## src/rtl/gvsp_pkg.sv

```systemverilog
// Shared GVSP constants and header layout used by the image packetizer and depacketizer.
package gvsp_pkg;

   localparam logic [7:0]  FMT_LEADER    = 8'd1;
   localparam logic [7:0]  FMT_TRAILER   = 8'd2;
   localparam logic [7:0]  FMT_DATA      = 8'd3;
   localparam logic [15:0] PAYLOAD_IMAGE = 16'd1;
   localparam int          HDR_LEN       = 8;

   localparam int ERR_SHORT = 0;
   localparam int ERR_PID   = 1;
   localparam int ERR_BLK   = 2;
   localparam int ERR_FMT   = 3;

   // Leader byte offsets, counted from the start of the packet
   localparam int OFF_PAYLOAD_TYPE = 10;
   localparam int OFF_TIMESTAMP    = 12;
   localparam int OFF_PIXEL_TYPE   = 20;
   localparam int OFF_SIZE_X_LO16  = 26;
   localparam int OFF_SIZE_Y_LO16  = 30;

   typedef enum logic [2:0] {
      ST_HDR     = 3'd0,
      ST_LEADER  = 3'd1,
      ST_DATA    = 3'd2,
      ST_TRAILER = 3'd3,
      ST_DROP    = 3'd4
   } rx_state_t;

   typedef struct packed {
      logic [15:0] status;
      logic [15:0] blk;
      logic [7:0]  format;
      logic [23:0] pid;
   } gvsp_hdr_t;

   function automatic logic in_field(input logic [15:0] off, input int base, input int len);
      return (int'(off) >= base) && (int'(off) < (base + len));
   endfunction

endpackage

```

## src/rtl/gvsp_byte_packer.sv

```systemverilog
// Packs bytes little-endian into DATA_BITS words behind a single output register.
// The input stalls only when a word is complete and the output register is still held.
module gvsp_byte_packer #(
   parameter int DATA_BITS = 32
)(
   input  logic                 aclk,
   input  logic                 areset,
   input  logic [7:0]           byte_data,
   input  logic                 byte_valid,
   input  logic                 byte_last,
   input  logic                 byte_sof,
   output logic                 byte_ready,
   output logic                 word_load,
   output logic [DATA_BITS-1:0] m_tdata,
   output logic                 m_tvalid,
   output logic                 m_tlast,
   output logic                 m_tuser,
   input  logic                 m_tready
);

   localparam int         NB       = DATA_BITS / 8;
   localparam logic [3:0] LAST_IDX = 4'(NB - 1);

   logic [DATA_BITS-1:0] acc_r;
   logic [DATA_BITS-1:0] word_s;
   logic [3:0]           cnt_r;
   logic                 word_done_s;
   logic                 accept_s;

   // Merge the incoming byte into the partial word and decide whether it completes it
   always_comb begin
      word_s = acc_r;
      for (int i = 0; i < NB; i++) begin
         if (cnt_r == 4'(i)) begin
            word_s[i*8 +: 8] = byte_data;
         end else begin
            word_s[i*8 +: 8] = acc_r[i*8 +: 8];
         end
      end
      word_done_s = (cnt_r == LAST_IDX) || byte_last;
      byte_ready  = !(m_tvalid && !m_tready && word_done_s);
      accept_s    = byte_valid && byte_ready;
      word_load   = accept_s && word_done_s;
   end

   // Accumulator is cleared after every emitted word, so a short tail word is zero-padded
   always_ff @(posedge aclk) begin
      if (areset) begin
         acc_r <= '0;
         cnt_r <= 4'd0;
      end else if (accept_s) begin
         if (word_done_s) begin
            acc_r <= '0;
            cnt_r <= 4'd0;
         end else begin
            acc_r <= word_s;
            cnt_r <= cnt_r + 4'd1;
         end
      end
   end

   // Output register
   always_ff @(posedge aclk) begin
      if (areset) begin
         m_tdata  <= '0;
         m_tvalid <= 1'b0;
         m_tlast  <= 1'b0;
         m_tuser  <= 1'b0;
      end else if (word_load) begin
         m_tdata  <= word_s;
         m_tvalid <= 1'b1;
         m_tlast  <= byte_last;
         m_tuser  <= byte_sof;
      end else if (m_tready) begin
         m_tvalid <= 1'b0;
         m_tlast  <= 1'b0;
         m_tuser  <= 1'b0;
      end
   end

endmodule

```

## src/rtl/gvsp_image_rx.sv

```systemverilog
// GVSP image depacketizer: parses leader/data/trailer packets from a byte stream,
// emits packed pixel words, latches leader metadata and flags protocol errors.
module gvsp_image_rx
   import gvsp_pkg::*;
#(
   parameter int DATA_BITS   = 32,
   parameter int LEADER_LEN  = 44,
   parameter int TRAILER_LEN = 16
)(
   input  logic                 aclk,
   input  logic                 areset,
   input  logic [7:0]           s_axis_tdata,
   input  logic                 s_axis_tvalid,
   input  logic                 s_axis_tlast,
   output logic                 s_axis_tready,
   output logic [DATA_BITS-1:0] m_axis_tdata,
   output logic                 m_axis_tvalid,
   output logic                 m_axis_tlast,
   output logic                 m_axis_tuser,
   input  logic                 m_axis_tready,
   output logic [15:0]          hsize,
   output logic [15:0]          vsize,
   output logic [63:0]          timestamp,
   output logic [31:0]          pixel_type,
   output logic [15:0]          block_id,
   output logic                 meta_valid,
   output logic                 frame_done,
   output logic                 err,
   output logic [3:0]           err_code
);

   localparam logic [15:0] HDR_LAST     = 16'(HDR_LEN - 1);
   localparam logic [15:0] LEADER_LAST  = 16'(LEADER_LEN - 1);
   localparam logic [15:0] TRAILER_LAST = 16'(TRAILER_LEN - 1);

   rx_state_t   state_r;
   rx_state_t   state_s;
   logic [15:0] off_r;
   logic [55:0] hdr_r;
   gvsp_hdr_t   hdr_s;
   logic [23:0] exp_pid_r;
   logic        in_block_r;
   logic        sof_pending_r;
   logic        beat_s;
   logic        hdr_end_s;
   logic        blk_ok_s;
   logic [3:0]  code_s;
   logic        meta_s;
   logic        done_s;
   logic        accept_pkt_s;
   logic        leader_start_s;
   logic        block_clr_s;
   logic        pk_valid_s;
   logic        pk_ready_s;
   logic        pk_load_s;

   // The eighth header byte is still on the bus when the header is dispatched
   assign hdr_s         = gvsp_hdr_t'({hdr_r, s_axis_tdata});
   assign beat_s        = s_axis_tvalid && s_axis_tready;
   assign hdr_end_s     = (state_r == ST_HDR) && (off_r == HDR_LAST);
   assign blk_ok_s      = in_block_r && (hdr_s.blk == block_id);
   assign pk_valid_s    = s_axis_tvalid && (state_r == ST_DATA);
   assign s_axis_tready = (state_r == ST_DATA) ? pk_ready_s : 1'b1;

   // State register
   always_ff @(posedge aclk) begin
      if (areset) begin
         state_r <= ST_HDR;
      end else begin
         state_r <= state_s;
      end
   end

   // Next-state logic
   always_comb begin
      state_s = state_r;
      if (beat_s) begin
         case (state_r)
            ST_HDR: begin
               if (s_axis_tlast || !hdr_end_s) begin
                  state_s = ST_HDR;
               end else if (hdr_s.status != 16'd0) begin
                  state_s = ST_DROP;
               end else if (hdr_s.format == FMT_LEADER) begin
                  state_s = ST_LEADER;
               end else if (hdr_s.format == FMT_DATA) begin
                  state_s = blk_ok_s ? ST_DATA : ST_DROP;
               end else if (hdr_s.format == FMT_TRAILER) begin
                  state_s = blk_ok_s ? ST_TRAILER : ST_DROP;
               end else begin
                  state_s = ST_DROP;
               end
            end
            ST_LEADER: begin
               if (s_axis_tlast) begin
                  state_s = ST_HDR;
               end else if (off_r == LEADER_LAST) begin
                  state_s = ST_DROP;
               end else begin
                  state_s = ST_LEADER;
               end
            end
            ST_TRAILER: begin
               if (s_axis_tlast) begin
                  state_s = ST_HDR;
               end else if (off_r == TRAILER_LAST) begin
                  state_s = ST_DROP;
               end else begin
                  state_s = ST_TRAILER;
               end
            end
            ST_DATA, ST_DROP: begin
               state_s = s_axis_tlast ? ST_HDR : state_r;
            end
            default: state_s = ST_HDR;
         endcase
      end else begin
         state_s = state_r;
      end
   end

   // Per-byte events: error bits, metadata/frame completion, block bookkeeping
   always_comb begin
      code_s         = 4'd0;
      meta_s         = 1'b0;
      done_s         = 1'b0;
      accept_pkt_s   = 1'b0;
      leader_start_s = 1'b0;
      block_clr_s    = 1'b0;
      if (beat_s) begin
         case (state_r)
            ST_HDR: begin
               if (s_axis_tlast) begin
                  code_s[ERR_SHORT] = 1'b1;
               end else if (!hdr_end_s) begin
                  code_s = 4'd0;
               end else if (hdr_s.status != 16'd0) begin
                  code_s[ERR_FMT] = 1'b1;
               end else if (hdr_s.format == FMT_LEADER) begin
                  // A leader inside an open block means the trailer went missing
                  code_s[ERR_SHORT] = in_block_r;
                  code_s[ERR_PID]   = (hdr_s.pid != 24'd0);
                  leader_start_s    = 1'b1;
                  accept_pkt_s      = 1'b1;
               end else if ((hdr_s.format == FMT_DATA) || (hdr_s.format == FMT_TRAILER)) begin
                  if (blk_ok_s) begin
                     code_s[ERR_PID] = (hdr_s.pid != exp_pid_r);
                     accept_pkt_s    = 1'b1;
                  end else begin
                     code_s[ERR_BLK] = 1'b1;
                  end
               end else begin
                  code_s[ERR_FMT] = 1'b1;
               end
            end
            ST_LEADER: begin
               if (off_r == LEADER_LAST) begin
                  meta_s = 1'b1;
               end else if (s_axis_tlast) begin
                  code_s[ERR_SHORT] = 1'b1;
                  block_clr_s       = 1'b1;
               end else begin
                  meta_s = 1'b0;
               end
            end
            ST_TRAILER: begin
               if (off_r == TRAILER_LAST) begin
                  done_s      = 1'b1;
                  block_clr_s = 1'b1;
               end else if (s_axis_tlast) begin
                  code_s[ERR_SHORT] = 1'b1;
                  block_clr_s       = 1'b1;
               end else begin
                  done_s = 1'b0;
               end
            end
            default: code_s = 4'd0;
         endcase
      end else begin
         code_s = 4'd0;
      end
   end

   // Parser registers, metadata capture and status pulses
   always_ff @(posedge aclk) begin
      if (areset) begin
         off_r         <= 16'd0;
         hdr_r         <= 56'd0;
         exp_pid_r     <= 24'd0;
         in_block_r    <= 1'b0;
         sof_pending_r <= 1'b0;
         hsize         <= 16'd0;
         vsize         <= 16'd0;
         timestamp     <= 64'd0;
         pixel_type    <= 32'd0;
         block_id      <= 16'd0;
         meta_valid    <= 1'b0;
         frame_done    <= 1'b0;
         err           <= 1'b0;
         err_code      <= 4'd0;
      end else begin
         meta_valid <= meta_s;
         frame_done <= done_s;
         err        <= |code_s;
         err_code   <= code_s;
         if (beat_s) begin
            off_r <= s_axis_tlast ? 16'd0 : off_r + 16'd1;
            hdr_r <= {hdr_r[47:0], s_axis_tdata};
         end
         if (beat_s && (state_r == ST_LEADER)) begin
            if (in_field(off_r, OFF_TIMESTAMP, 8)) begin
               timestamp <= {timestamp[55:0], s_axis_tdata};
            end
            if (in_field(off_r, OFF_PIXEL_TYPE, 4)) begin
               pixel_type <= {pixel_type[23:0], s_axis_tdata};
            end
            if (in_field(off_r, OFF_SIZE_X_LO16, 2)) begin
               hsize <= {hsize[7:0], s_axis_tdata};
            end
            if (in_field(off_r, OFF_SIZE_Y_LO16, 2)) begin
               vsize <= {vsize[7:0], s_axis_tdata};
            end
         end
         if (leader_start_s) begin
            block_id <= hdr_s.blk;
         end
         if (accept_pkt_s) begin
            exp_pid_r <= hdr_s.pid + 24'd1;
         end
         if (meta_s) begin
            in_block_r <= 1'b1;
         end else if (leader_start_s || block_clr_s) begin
            in_block_r <= 1'b0;
         end
         if (meta_s) begin
            sof_pending_r <= 1'b1;
         end else if (pk_load_s) begin
            sof_pending_r <= 1'b0;
         end
      end
   end

   gvsp_byte_packer #(.DATA_BITS(DATA_BITS)) u_packer (
      .aclk       (aclk),
      .areset     (areset),
      .byte_data  (s_axis_tdata),
      .byte_valid (pk_valid_s),
      .byte_last  (s_axis_tlast),
      .byte_sof   (sof_pending_r),
      .byte_ready (pk_ready_s),
      .word_load  (pk_load_s),
      .m_tdata    (m_axis_tdata),
      .m_tvalid   (m_axis_tvalid),
      .m_tlast    (m_axis_tlast),
      .m_tuser    (m_axis_tuser),
      .m_tready   (m_axis_tready)
   );

endmodule
```

## config.mk

```make
export PLATFORM = sky130hd
export DESIGN_NAME = gvsp_image_rx
export DESIGN_NICKNAME = d
export VERILOG_FILES = /design/src/rtl/gvsp_pkg.sv /design/src/rtl/gvsp_byte_packer.sv /design/src/rtl/gvsp_image_rx.sv
export SDC_FILE = /design/constraint.sdc
export NUM_CORES = 1
export LEC_CHECK = 0
export CORE_MARGIN = 3
export CORE_UTILIZATION = 29
export DETAILED_ROUTE_END_ITERATION = 10
export GPL_TIMING_DRIVEN = 1
export PLACE_DENSITY_LB_ADDON = 0.25
export SYNTH_ARGS = -nofsm -noshare
export SYNTH_HDL_FRONTEND = slang
export SYNTH_SLANG_ARGS = --single-unit
```

## constraint.sdc

```tcl
create_clock -name aclk -period 6 [get_ports aclk]
set_input_delay 1.5 -clock aclk [delete_from_list [all_inputs] [get_ports aclk]]
set_output_delay 1.5 -clock aclk [all_outputs]
set_load 0.005 [all_outputs]
```

==> impl_results.md <==
- Status: finished, final reports clean
- Die height: between 200 and 250 um
- DRC Markers: 0
- Commonest non-fill, non-tap cell in the layout: nand2_1
- Most frequent cells in the layout: nand2_1, dfxtp_1, a21oi_1
- Post-synthesis mux area share: 3.698%
- Synth cell types: 57
- Cts repair resizes: 0
- Max-cap violations: 0
- Routed vias: 11.33k
- Internal power: between 3 and 4 mW
- 1st-pass router iterations: 5
- Sequential cell area fraction in the yosys report: 48.75%
- Critical Path Max Stage Delay: 0.64 ns
- Startpoint Class: input port
- Leak: 5.439 nW
- Post-route design area: ~17000 um2
- Most frequent CP cell: clkdlybuf4s50_1
- Synth Instances: 1616
- Area grow syn2layout: 26.70%
- Core box area: approximately 45000 um2
- Yosys top cell area share: between 40% and 50%
- Crit path time final: roughly 4.7 ns
- Worst VDD drop: 0.0001472 V
- HP Class: reg2reg
- Largest family of logic cells by synthesized area: simple AND/OR/NAND/NOR gates
- Synth warn: 0
- Slew @ Worst Pin: 1.174 ns
- Clock transition at the registers of the reported paths: 0.06 ns
- Nature of the critical path endpoint: output pin
- Post-synth EDFFs: 0
- Final Wtd Congestion: approximately 0.81
- Hold_buf cts: 0
- Setup Buffers After CTS: 0
- Clock sinks: 323
- Final hold violations: 0
- CP delay by family, top: buffers and inverters
- CTS H-tree lvls: 2
- Period utilization: 78.94%
- TritonCTS clock tree: yes
- M1 WL: 18140 um
- Largest cells by area after synthesis: dfxtp_1, nand2_1, a21oi_1
- Simple-Gate Fraction of Synth Area: 22.55%
- Sequential power share: 47.0%
- Tot GR Track Use: 15.84%
- Vias per std cell: 4.817
- Area leader, netlist: dfxtp_1
- Max-slew headroom: 21.53%
- Top layer in use: met5
- Synthesized area: ~13000 um2
- Worst path buffer plus inverter count: 3
- Max Clock Skew: roughly 0.017 ns
- Clock Path Buffers: 3
- RSZ-0062 raised after global routing: no
- Die area: 48340 um2
- # rows: 77
- IO buf count: just under 200
- Post-Syn Nets: about 1.6k
- CP Max Fanout: 14
- Vias in the first global route: 10.56k
- Max frequency: 0.2111 GHz
- Antenna Cells: 0
- CTS Buf Count: 39
- Clock share of power: 49.9%
- WL final: approximately 40000 um
- Initial core utilization: 29.67%
- DRT iter0 DRCs: between 600 and 700
- Post-synthesis register bit count: between 300 and 400
- Net Sw Power: 1.046 mW
- First-pass GRT wire length: approximately 61000 um
- Syn avg cell area: 8.208 um2
- Clk root buf: clkbuf_16
- Final #Nets: 1755
- Gr ovfl total: 0
- Detailed placement HPWL: 25850 um
- Fill count: 4635
- WS Path Type: in2out
- Multi-input gate area: ~6200 um2
- Crit-path cells: clkdlybuf4s50_1 -> buf_4 -> o2111ai_1 -> clkdlybuf4s50_1
- Post-Synth Adder-Cell Area: less than 1%
- Worst path slowest cell: clkdlybuf4s50_1
- Largest net degree at the start of global routing: 145
- Worst EP required: 4.50 ns
- Drt wl/cell: 16.80 um
- Skew-Pair Late Insertion Delay: between 0.5 and 0.6 ns
- Net Sw Frac: 22.71%
- Initial antenna violation count: 1
- Die X: 219.9 um
- Share of layout cells above drive strength 1: approximately 6.0%
- Combinational Power Share: under 10%
- Top FF cell, synth: dfxtp_1
- Worst EP arrival: approximately 3.2 ns
- Sequential Area: 6466 um2
- Met3 wire length: a little over 2000 um
- Final Max Tran Viols: 0
- ANT nets after route: 0
- Setup TNS: 0 ns
- Top Ports: 200
- PwrDens: 274.1 nW/um2
- Endpoints failing setup: 0
- XOR/XNOR Fraction of Synth Area: between 4 and 5%
- Met2 Routed Length: 18400 um
- Async set-or-reset flop fraction in the synthesized netlist: 0%
- Complex-gate fraction of the synthesized area: 14.45%
- Placed inst area: 15560 um2
final timing paths:
| check | from | to | slack, ns | cells after the start |
|---|---|---|---|---|
| setup / recovery | s_axis_tlast | s_axis_tready | 1.26 | 4 |
| hold / removal | u_packer.acc_r[4] | u_packer.acc_r[4] | 0.45 | 2 |
| setup reg to reg | off_r[2] | exp_pid_r[22] | 2.51 | 6 |
| hold reg to reg | u_packer.acc_r[4] | u_packer.acc_r[4] | 0.45 | 2 |
worst register-to-register path, cell delays in order (launching register included):
cell and delay (ns):
dfxtp_1 0.63, nor2b_1 0.51, nand3_1 0.27, or4_4 0.58, nor2_4 0.90, a21oi_1 0.23
a311oi_2 0.29
flip-flops by register name, summed over array words and instances (netlist names), 16 cells and up:
name and cells:
timestamp 64, vsize 16, block_id 16, pixel_type 32
exp_pid_r 24, hsize 16, off_r 16, hdr_r 56
u_packer.m_tdata 32, u_packer.acc_r 32
layer usage:
metal | vias up | GRT usage [%]
met5 | - | 0
met4 | 2 | 5.001
met3 | 56 | 3.282
met2 | 246 | 25.41
met1 | 5343 | 21.38
li1 | 5687 | -
area by class of cell:
type,count,share of cell area (%)
sequential,323,38.48
multi-input combinational,1140,36.74
timing repair buffer,218,12.72
clock buffer,58,6.842
tap,592,4.408
clock inverter,10,0.5361
inverter,12,0.2680
synth_stat cells (all sizes together) (3+ instances only):
cell and count:
a211oi 33, a21oi 243, a311oi 22, and2 18
and3 9, and4 4, buf 38, clkbuf 103
dfxtp 323, ha 8, inv 12, mux2i 49
nand2 422, nand2b 5, nand3 39, nand3b 3
nand4 31, nor2 92, nor2b 5, nor3 14
nor3b 3, nor4 16, o21ai 10, o31ai 4
or2 4, or3 6, xnor2 52, xor2 23
cell families after synthesis:
kind of cell | count (synthesis)
compound gates | 326
fa+ha+maj | 8
mux | 49
xor+xnor | 75
simple gates | 682
buf+inv | 153
flops | 323
power by group through the flow:
stage,sequential (mW),combinational (mW),clock (mW)
2_1_floorplan,2.20,0.0996,0
3_3_place_gp,2.21,0.141,0
3_5_place_dp,2.21,0.142,0
4_1_cts,2.17,0.142,2.37
5_1_grt,2.17,0.155,2.45
6_report,2.17,0.139,2.30
per-stage QoR:
| step | hold slack, ns | worst slack (ns) | instances | utilization (%) | power (mW) |
|---|---|---|---|---|---|
| floorplan | 0.4269 | 2.542 | 1616 | - | 2.302 |
| global placement | 0.4359 | 1.285 | 2285 | 34.82 | 2.354 |
| detailed placement | 0.4441 | 1.299 | 2285 | 34.82 | 2.355 |
| CTS | 0.4542 | 1.283 | 2353 | 37.59 | 4.678 |
| global route | 0.4668 | 1.168 | 2353 | 37.59 | 4.771 |
| finish | 0.4530 | 1.264 | 2353 | 37.59 | 4.605 |
Note: power is estimated with default switching activity, not from simulation.
